[config.mk]
export PLATFORM = sky130hd
export DESIGN_NAME = jstk_spi_master
export DESIGN_NICKNAME = d
export VERILOG_FILES = /design/src/rtl/jstk_spi_master.sv
export SDC_FILE = /design/constraint.sdc
export NUM_CORES = 1
export LEC_CHECK = 0
export BUFFER_PORTS_ARGS = -buffer_cell sky130_fd_sc_hd__buf_4
export CELL_PAD_IN_SITES_DETAIL_PLACEMENT = 1
export CELL_PAD_IN_SITES_GLOBAL_PLACEMENT = 1
export CORE_MARGIN = 3
export CORE_UTILIZATION = 39
export CTS_CLUSTER_DIAMETER = 150
export DETAILED_ROUTE_END_ITERATION = 10
export PLACE_DENSITY_LB_ADDON = 0.1
export SLEW_MARGIN = 20
export SYNTH_ARGS = -nofsm -noshare
export SYNTH_HDL_FRONTEND = slang
export SYNTH_SLANG_ARGS = --single-unit
[constraint.sdc]
create_clock -name clk -period 2 [get_ports clk]
set_input_delay 0.1 -clock clk [delete_from_list [all_inputs] [get_ports clk]]
set_output_delay 0.1 -clock clk [all_outputs]
set_load 0.01 [all_outputs]
[src/rtl/jstk_spi_master.sv]
// SPI mode-0 master that polls a PmodJSTK: sends {6'b100000, led} plus four
// dummy bytes, and packs the five received bytes into jstkData.
//
// Ports:
//   clk, rst       system clock, synchronous active-high reset
//   start          poll request, accepted only while idle
//   led[1:0]       LED bits placed in the command byte, latched on accept
//   miso           serial data from the joystick
//   ss, sclk, mosi SPI pins (ss active-low, sclk idle low, mosi MSB first)
//   jstkData[39:0] last complete response, first byte in [39:32]
//   busy           high from the cycle after accept through the done cycle
//   done           one-cycle pulse when jstkData has just been updated
module jstk_spi_master #(
    parameter int HALF_SCLK_CYCLES = 50,
    parameter int SS_SETUP_CYCLES  = 1500,
    parameter int INTERBYTE_CYCLES = 1000
) (
    input  logic        clk,
    input  logic        rst,
    input  logic        start,
    input  logic [1:0]  led,
    input  logic        miso,
    output logic        ss,
    output logic        sclk,
    output logic        mosi,
    output logic [39:0] jstkData,
    output logic        busy,
    output logic        done
);

    localparam int MAX_A = (HALF_SCLK_CYCLES > SS_SETUP_CYCLES) ?
                           HALF_SCLK_CYCLES : SS_SETUP_CYCLES;
    localparam int MAX_C = (MAX_A > INTERBYTE_CYCLES) ?
                           MAX_A : INTERBYTE_CYCLES;
    localparam int CW    = $clog2(MAX_C + 1);

    localparam logic [CW-1:0] HALF_LAST  = CW'(HALF_SCLK_CYCLES - 1);
    localparam logic [CW-1:0] SETUP_LAST = CW'(SS_SETUP_CYCLES - 1);
    localparam logic [CW-1:0] GAP_LAST   = CW'(INTERBYTE_CYCLES - 1);

    typedef enum logic [2:0] {
        S_IDLE,
        S_SETUP,
        S_SHIFT,
        S_GAP,
        S_DONE
    } state_t;

    state_t        r_state, w_state_nxt;
    logic [CW-1:0] r_cnt,   w_cnt_nxt;
    logic [2:0]    r_bit,   w_bit_nxt;
    logic [2:0]    r_byte,  w_byte_nxt;
    logic [7:0]    r_tx,    w_tx_nxt;
    logic [7:0]    r_rx,    w_rx_nxt;
    logic [39:0]   r_acc,   w_acc_nxt;
    logic [39:0]   r_data,  w_data_nxt;
    logic          r_sclk,  w_sclk_nxt;

    always_ff @(posedge clk) begin
        if (rst) begin
            r_state <= S_IDLE;
            r_cnt   <= '0;
            r_bit   <= '0;
            r_byte  <= '0;
            r_tx    <= '0;
            r_rx    <= '0;
            r_acc   <= '0;
            r_data  <= '0;
            r_sclk  <= 1'b0;
        end else begin
            r_state <= w_state_nxt;
            r_cnt   <= w_cnt_nxt;
            r_bit   <= w_bit_nxt;
            r_byte  <= w_byte_nxt;
            r_tx    <= w_tx_nxt;
            r_rx    <= w_rx_nxt;
            r_acc   <= w_acc_nxt;
            r_data  <= w_data_nxt;
            r_sclk  <= w_sclk_nxt;
        end
    end

    always_comb begin
        w_state_nxt = r_state;
        w_cnt_nxt   = r_cnt;
        w_bit_nxt   = r_bit;
        w_byte_nxt  = r_byte;
        w_tx_nxt    = r_tx;
        w_rx_nxt    = r_rx;
        w_acc_nxt   = r_acc;
        w_data_nxt  = r_data;
        w_sclk_nxt  = r_sclk;

        unique case (r_state)
            S_IDLE: begin
                if (start) begin
                    w_state_nxt = S_SETUP;
                    w_tx_nxt    = {6'b100000, led};
                    w_byte_nxt  = '0;
                    w_bit_nxt   = '0;
                    w_cnt_nxt   = '0;
                    w_sclk_nxt  = 1'b0;
                    w_acc_nxt   = '0;
                end
            end
            S_SETUP: begin
                if (r_cnt == SETUP_LAST) begin
                    w_cnt_nxt   = '0;
                    w_state_nxt = S_SHIFT;
                end else begin
                    w_cnt_nxt = r_cnt + 1'b1;
                end
            end
            S_SHIFT: begin
                if (r_cnt != HALF_LAST) begin
                    w_cnt_nxt = r_cnt + 1'b1;
                end else begin
                    w_cnt_nxt = '0;
                    if (!r_sclk) begin
                        // rising edge: capture miso
                        w_sclk_nxt = 1'b1;
                        w_rx_nxt   = {r_rx[6:0], miso};
                    end else begin
                        // falling edge: advance mosi
                        w_sclk_nxt = 1'b0;
                        w_tx_nxt   = {r_tx[6:0], 1'b0};
                        if (r_bit != 3'd7) begin
                            w_bit_nxt = r_bit + 1'b1;
                        end else begin
                            w_bit_nxt = '0;
                            w_acc_nxt = {r_acc[31:0], r_rx};
                            if (r_byte != 3'd4) begin
                                w_byte_nxt  = r_byte + 1'b1;
                                w_tx_nxt    = 8'h00;
                                w_state_nxt = S_GAP;
                            end else begin
                                // publish whole word at once
                                w_data_nxt  = {r_acc[31:0], r_rx};
                                w_state_nxt = S_DONE;
                            end
                        end
                    end
                end
            end
            S_GAP: begin
                if (r_cnt == GAP_LAST) begin
                    w_cnt_nxt   = '0;
                    w_state_nxt = S_SHIFT;
                end else begin
                    w_cnt_nxt = r_cnt + 1'b1;
                end
            end
            S_DONE: begin
                w_state_nxt = S_IDLE;
            end
            default: begin
                w_state_nxt = S_IDLE;
            end
        endcase
    end

    always_comb begin
        ss   = 1'b1;
        mosi = 1'b0;
        busy = 1'b0;
        done = 1'b0;
        unique case (r_state)
            S_IDLE: begin
            end
            S_SETUP, S_SHIFT, S_GAP: begin
                ss   = 1'b0;
                mosi = r_tx[7];
                busy = 1'b1;
            end
            S_DONE: begin
                busy = 1'b1;
                done = 1'b1;
            end
            default: begin
            end
        endcase
    end

    assign sclk     = r_sclk;
    assign jstkData = r_data;

endmodule

==> results_dict.tcl <==
set metrics [dict create \
    status "finished with violations" \
    violations "setup timing" \
    yosysWarnings 0 \
    grt_max_degree 64 \
    skew_ns 0.00836 \
    drtIter0Drc 152 \
    hold_viol 0 \
    worstHoldPathCells 3 \
    drc 0 \
    synth.avg_cell_area_sq_um 8.02 \
    num_io_pins 51 \
    irDropWorstVdd_mv 0.388 \
    fin_ws_ns -0.00967 \
    first_global_vias 4067 \
    fin_hold_ws_ns 0.0122 \
    setup_viol 1 \
    fin_crit_sh_pct 100 \
    instances_no_fill 765 \
    drv_slew 0 \
    drt_wl_total_mm 12.1 \
    hp-class "in -> reg" \
    seq_area_frac_synth_pct 49.4 \
    synth_area_leader_cell "dfxtp_1" \
    wl_per_cell_um 15.8 \
    grt_pass1_wl_mm 19.9 \
    worstPathRequired_ns 2.28 \
    die_x_um 112 \
    clk_pin_slew_worst_paths_ns 0.07 \
    setup.worst_path.end_class "flop" \
    syn_area_sq_um 4420 \
    synthFlopType "dfxtp_1" \
    cts_max_path_buffers 2 \
    stdcell_area_sq_um 5680 \
    insertion_delay_ns 0.35 \
    min_to "r_tx[0]" \
    die_area_sq_um 12600 \
    start_util_pct 40.4 \
    drt-vias-per-instance 5.31 \
    fillers 1310 \
    p_leak_uw 0.00201 \
    io_buffer_count 50 \
    min-delay-start "led[0]" \
    ys_top_cells_by_count "nand2_1 (156), dfxtp_1 (109), a21oi_1 (99)" \
    syn_inst 551 \
    reg2reg_to "r_cnt[7]" \
    slew_headroom_pct 56.0 \
    dpl.cell_count 732 \
    root_buffer "clkbuf_16" \
    maxCapViolations 0 \
    worst_slew_pin_slew_ns 0.659 \
    drt_pass1_iterations 4 \
    synthDistinctLibCells 50 \
    async_flop_share_pct 0 \
    core_sq_um 10900 \
    die_y_um 112 \
    grt_usage_pct 18.9 \
    synthToLayoutAreaGrowth_pct 28.4 \
    critical_path.max_fanout 8 \
    htreeDepth 3 \
    place_ws_ns -0.126 \
    syn_nets 563 \
    cp-start-kind "flop" \
    ys_ff_latch 109 \
    rrSetupSlack_ns -0.01 \
    routabilityCongestion 0.835 \
    cts_tree "yes" \
    place_area_sq_um 5090 \
    fin_nets 632 \
    worstReg2RegStart "r_cnt[0]" \
    tns_ns -0.00967 \
    synth.top_cell.area_share_pct 49.4 \
    clock-sinks 109 \
    overflow 0 \
    fmax_mhz 498 \
    synth_edf_count 0 \
    period_minus_slack_ns 2.01 \
    diodes 0 \
    num_rows 38 \
    detailed_place_hpwl_mm 7.68 \
    vias 4061 \
    grt_antenna_before_repair 0 \
    synth_area_leaders "dfxtp_1 (49%), nand2_1 (13%), a21oi_1 (11%)" \
    pwr_density_cell_nw_per_um2 819 \
    ant_nets 0 \
    arrival_ns 2.29 \
    cts_made_buffers 9 \
    rsz0062_at_grt "yes" \
    crit_type "reg -> reg" \
    drive_above_1_share_pct 23.5 \
    rr_worst_depth 7 \
    yosysMostFrequentCell "nand2_1" \
]
## critical path: stages (launching register included)
cell and delay [ns]:
dfxtp_2 0.34, buf_6 0.12, ha_4 0.16, nor4bb_4 0.15, a311o_1 0.36, o21bai_4 0.26, or3b_1 0.38, a31oi_1 0.17
## how the worst max path moves through the flow
stage                     startpoint        end  slack [ns]  depth (start not counted)
after floorplan             r_cnt[0]  r_acc[10]        0.08                          8
after global placement      r_cnt[0]   r_cnt[6]      -0.004                          8
after detailed placement    r_cnt[0]   r_cnt[6]       -0.13                          8
after CTS                   r_cnt[6]   r_bit[0]       0.002                          5
after global routing        r_cnt[0]   r_cnt[7]       -0.10                          7
final                       r_cnt[0]   r_cnt[7]       -0.01                          7
## repair_timing
item	CTS	global route
pin swaps	3	14
cloned	1	1
setup endpoints to repair	45	101
gates resized for setup	10	25
hold endpoints to repair	1	0
hold buffers	1	0
buffers inserted	3	11
## layout by cell type, fill, tap and decap left out, types with 2 or more instances in the layout
master,netlist,final
dfxtp_2,0,3
nand3_1,46,46
o21ai_0,3,3
nor3_1,8,7
clkbuf_16,0,10
ha_1,6,4
o32ai_1,2,2
a21oi_1,99,99
nor2b_1,3,2
nor4bb_4,0,2
and4_1,3,3
nand2_1,156,152
nand2_2,0,4
buf_4,2,89
a31oi_1,7,6
nor3b_4,0,3
nor2_1,14,14
clkinvlp_4,0,2
dfxtp_1,109,105
or2_2,3,2
inv_6,0,3
nand4_1,3,3
inv_1,7,7
and2_1,2,2
a211oi_1,3,3
buf_6,1,5
a31oi_4,0,2
nand3b_1,2,2
buf_12,0,4
## layer usage
metal | share of wire [%] | GRT usage, % | vias up
li1 | - | - | 2021
met1 | 47 | 25.1 | 1957
met2 | 49 | 31.4 | 66
met3 | 3.2 | 2.75 | 17
met4 | 1.7 | 6.89 | 0
met5 | 0 | 0 | -
## kinds of logic (layout without fill, tap and decap cells)
family	after synthesis	in the layout	share of synthesized area [%]
xor gates and xnor gates	1	1	0.198
and+or+nand+nor	257	257	27.0
buffers and inverters	50	124	4.98
DFF	109	109	49.4
adders and majority gates	6	6	1.70
AOI/OAI and AO/OA	126	126	16.3
muxes	2	2	0.481
## report_power, final
| part | internal (uW) | switching [uW] |
|---|---|---|
| Sequential | 2200 | 20.8 |
| Clock | 869 | 857 |
| Combinational | 305 | 401 |
## through the flow
step	utilization (%)	total power, uW
2_1_floorplan	-	2620
3_3_place_gp	46.6	2800
3_5_place_dp	46.6	2810
4_1_cts	50.0	4580
5_1_grt	51.9	4860
6_report	51.9	4650
## flip-flops by register name (all words and copies together), names as in the netlist
register	count
r_rx	8
r_acc	32
r_state	3
r_byte	3
r_tx	8
sclk	1
r_bit	3
r_cnt	11
jstkData	40
## final cells by class
type | instances | area, sq um | share of cell area (%)
Tap cell | 140 | 175 | 3.09
Clock buffer | 10 | 229 | 4.03
Timing Repair Buffer | 101 | 845 | 14.9
Sequential cell | 109 | 2190 | 38.6
Multi-Input combinational cell | 392 | 2160 | 38.0
Inverter | 7 | 26.3 | 0.463
Clock inverter | 6 | 52.6 | 0.926
(Power assumes the default switching activity.)
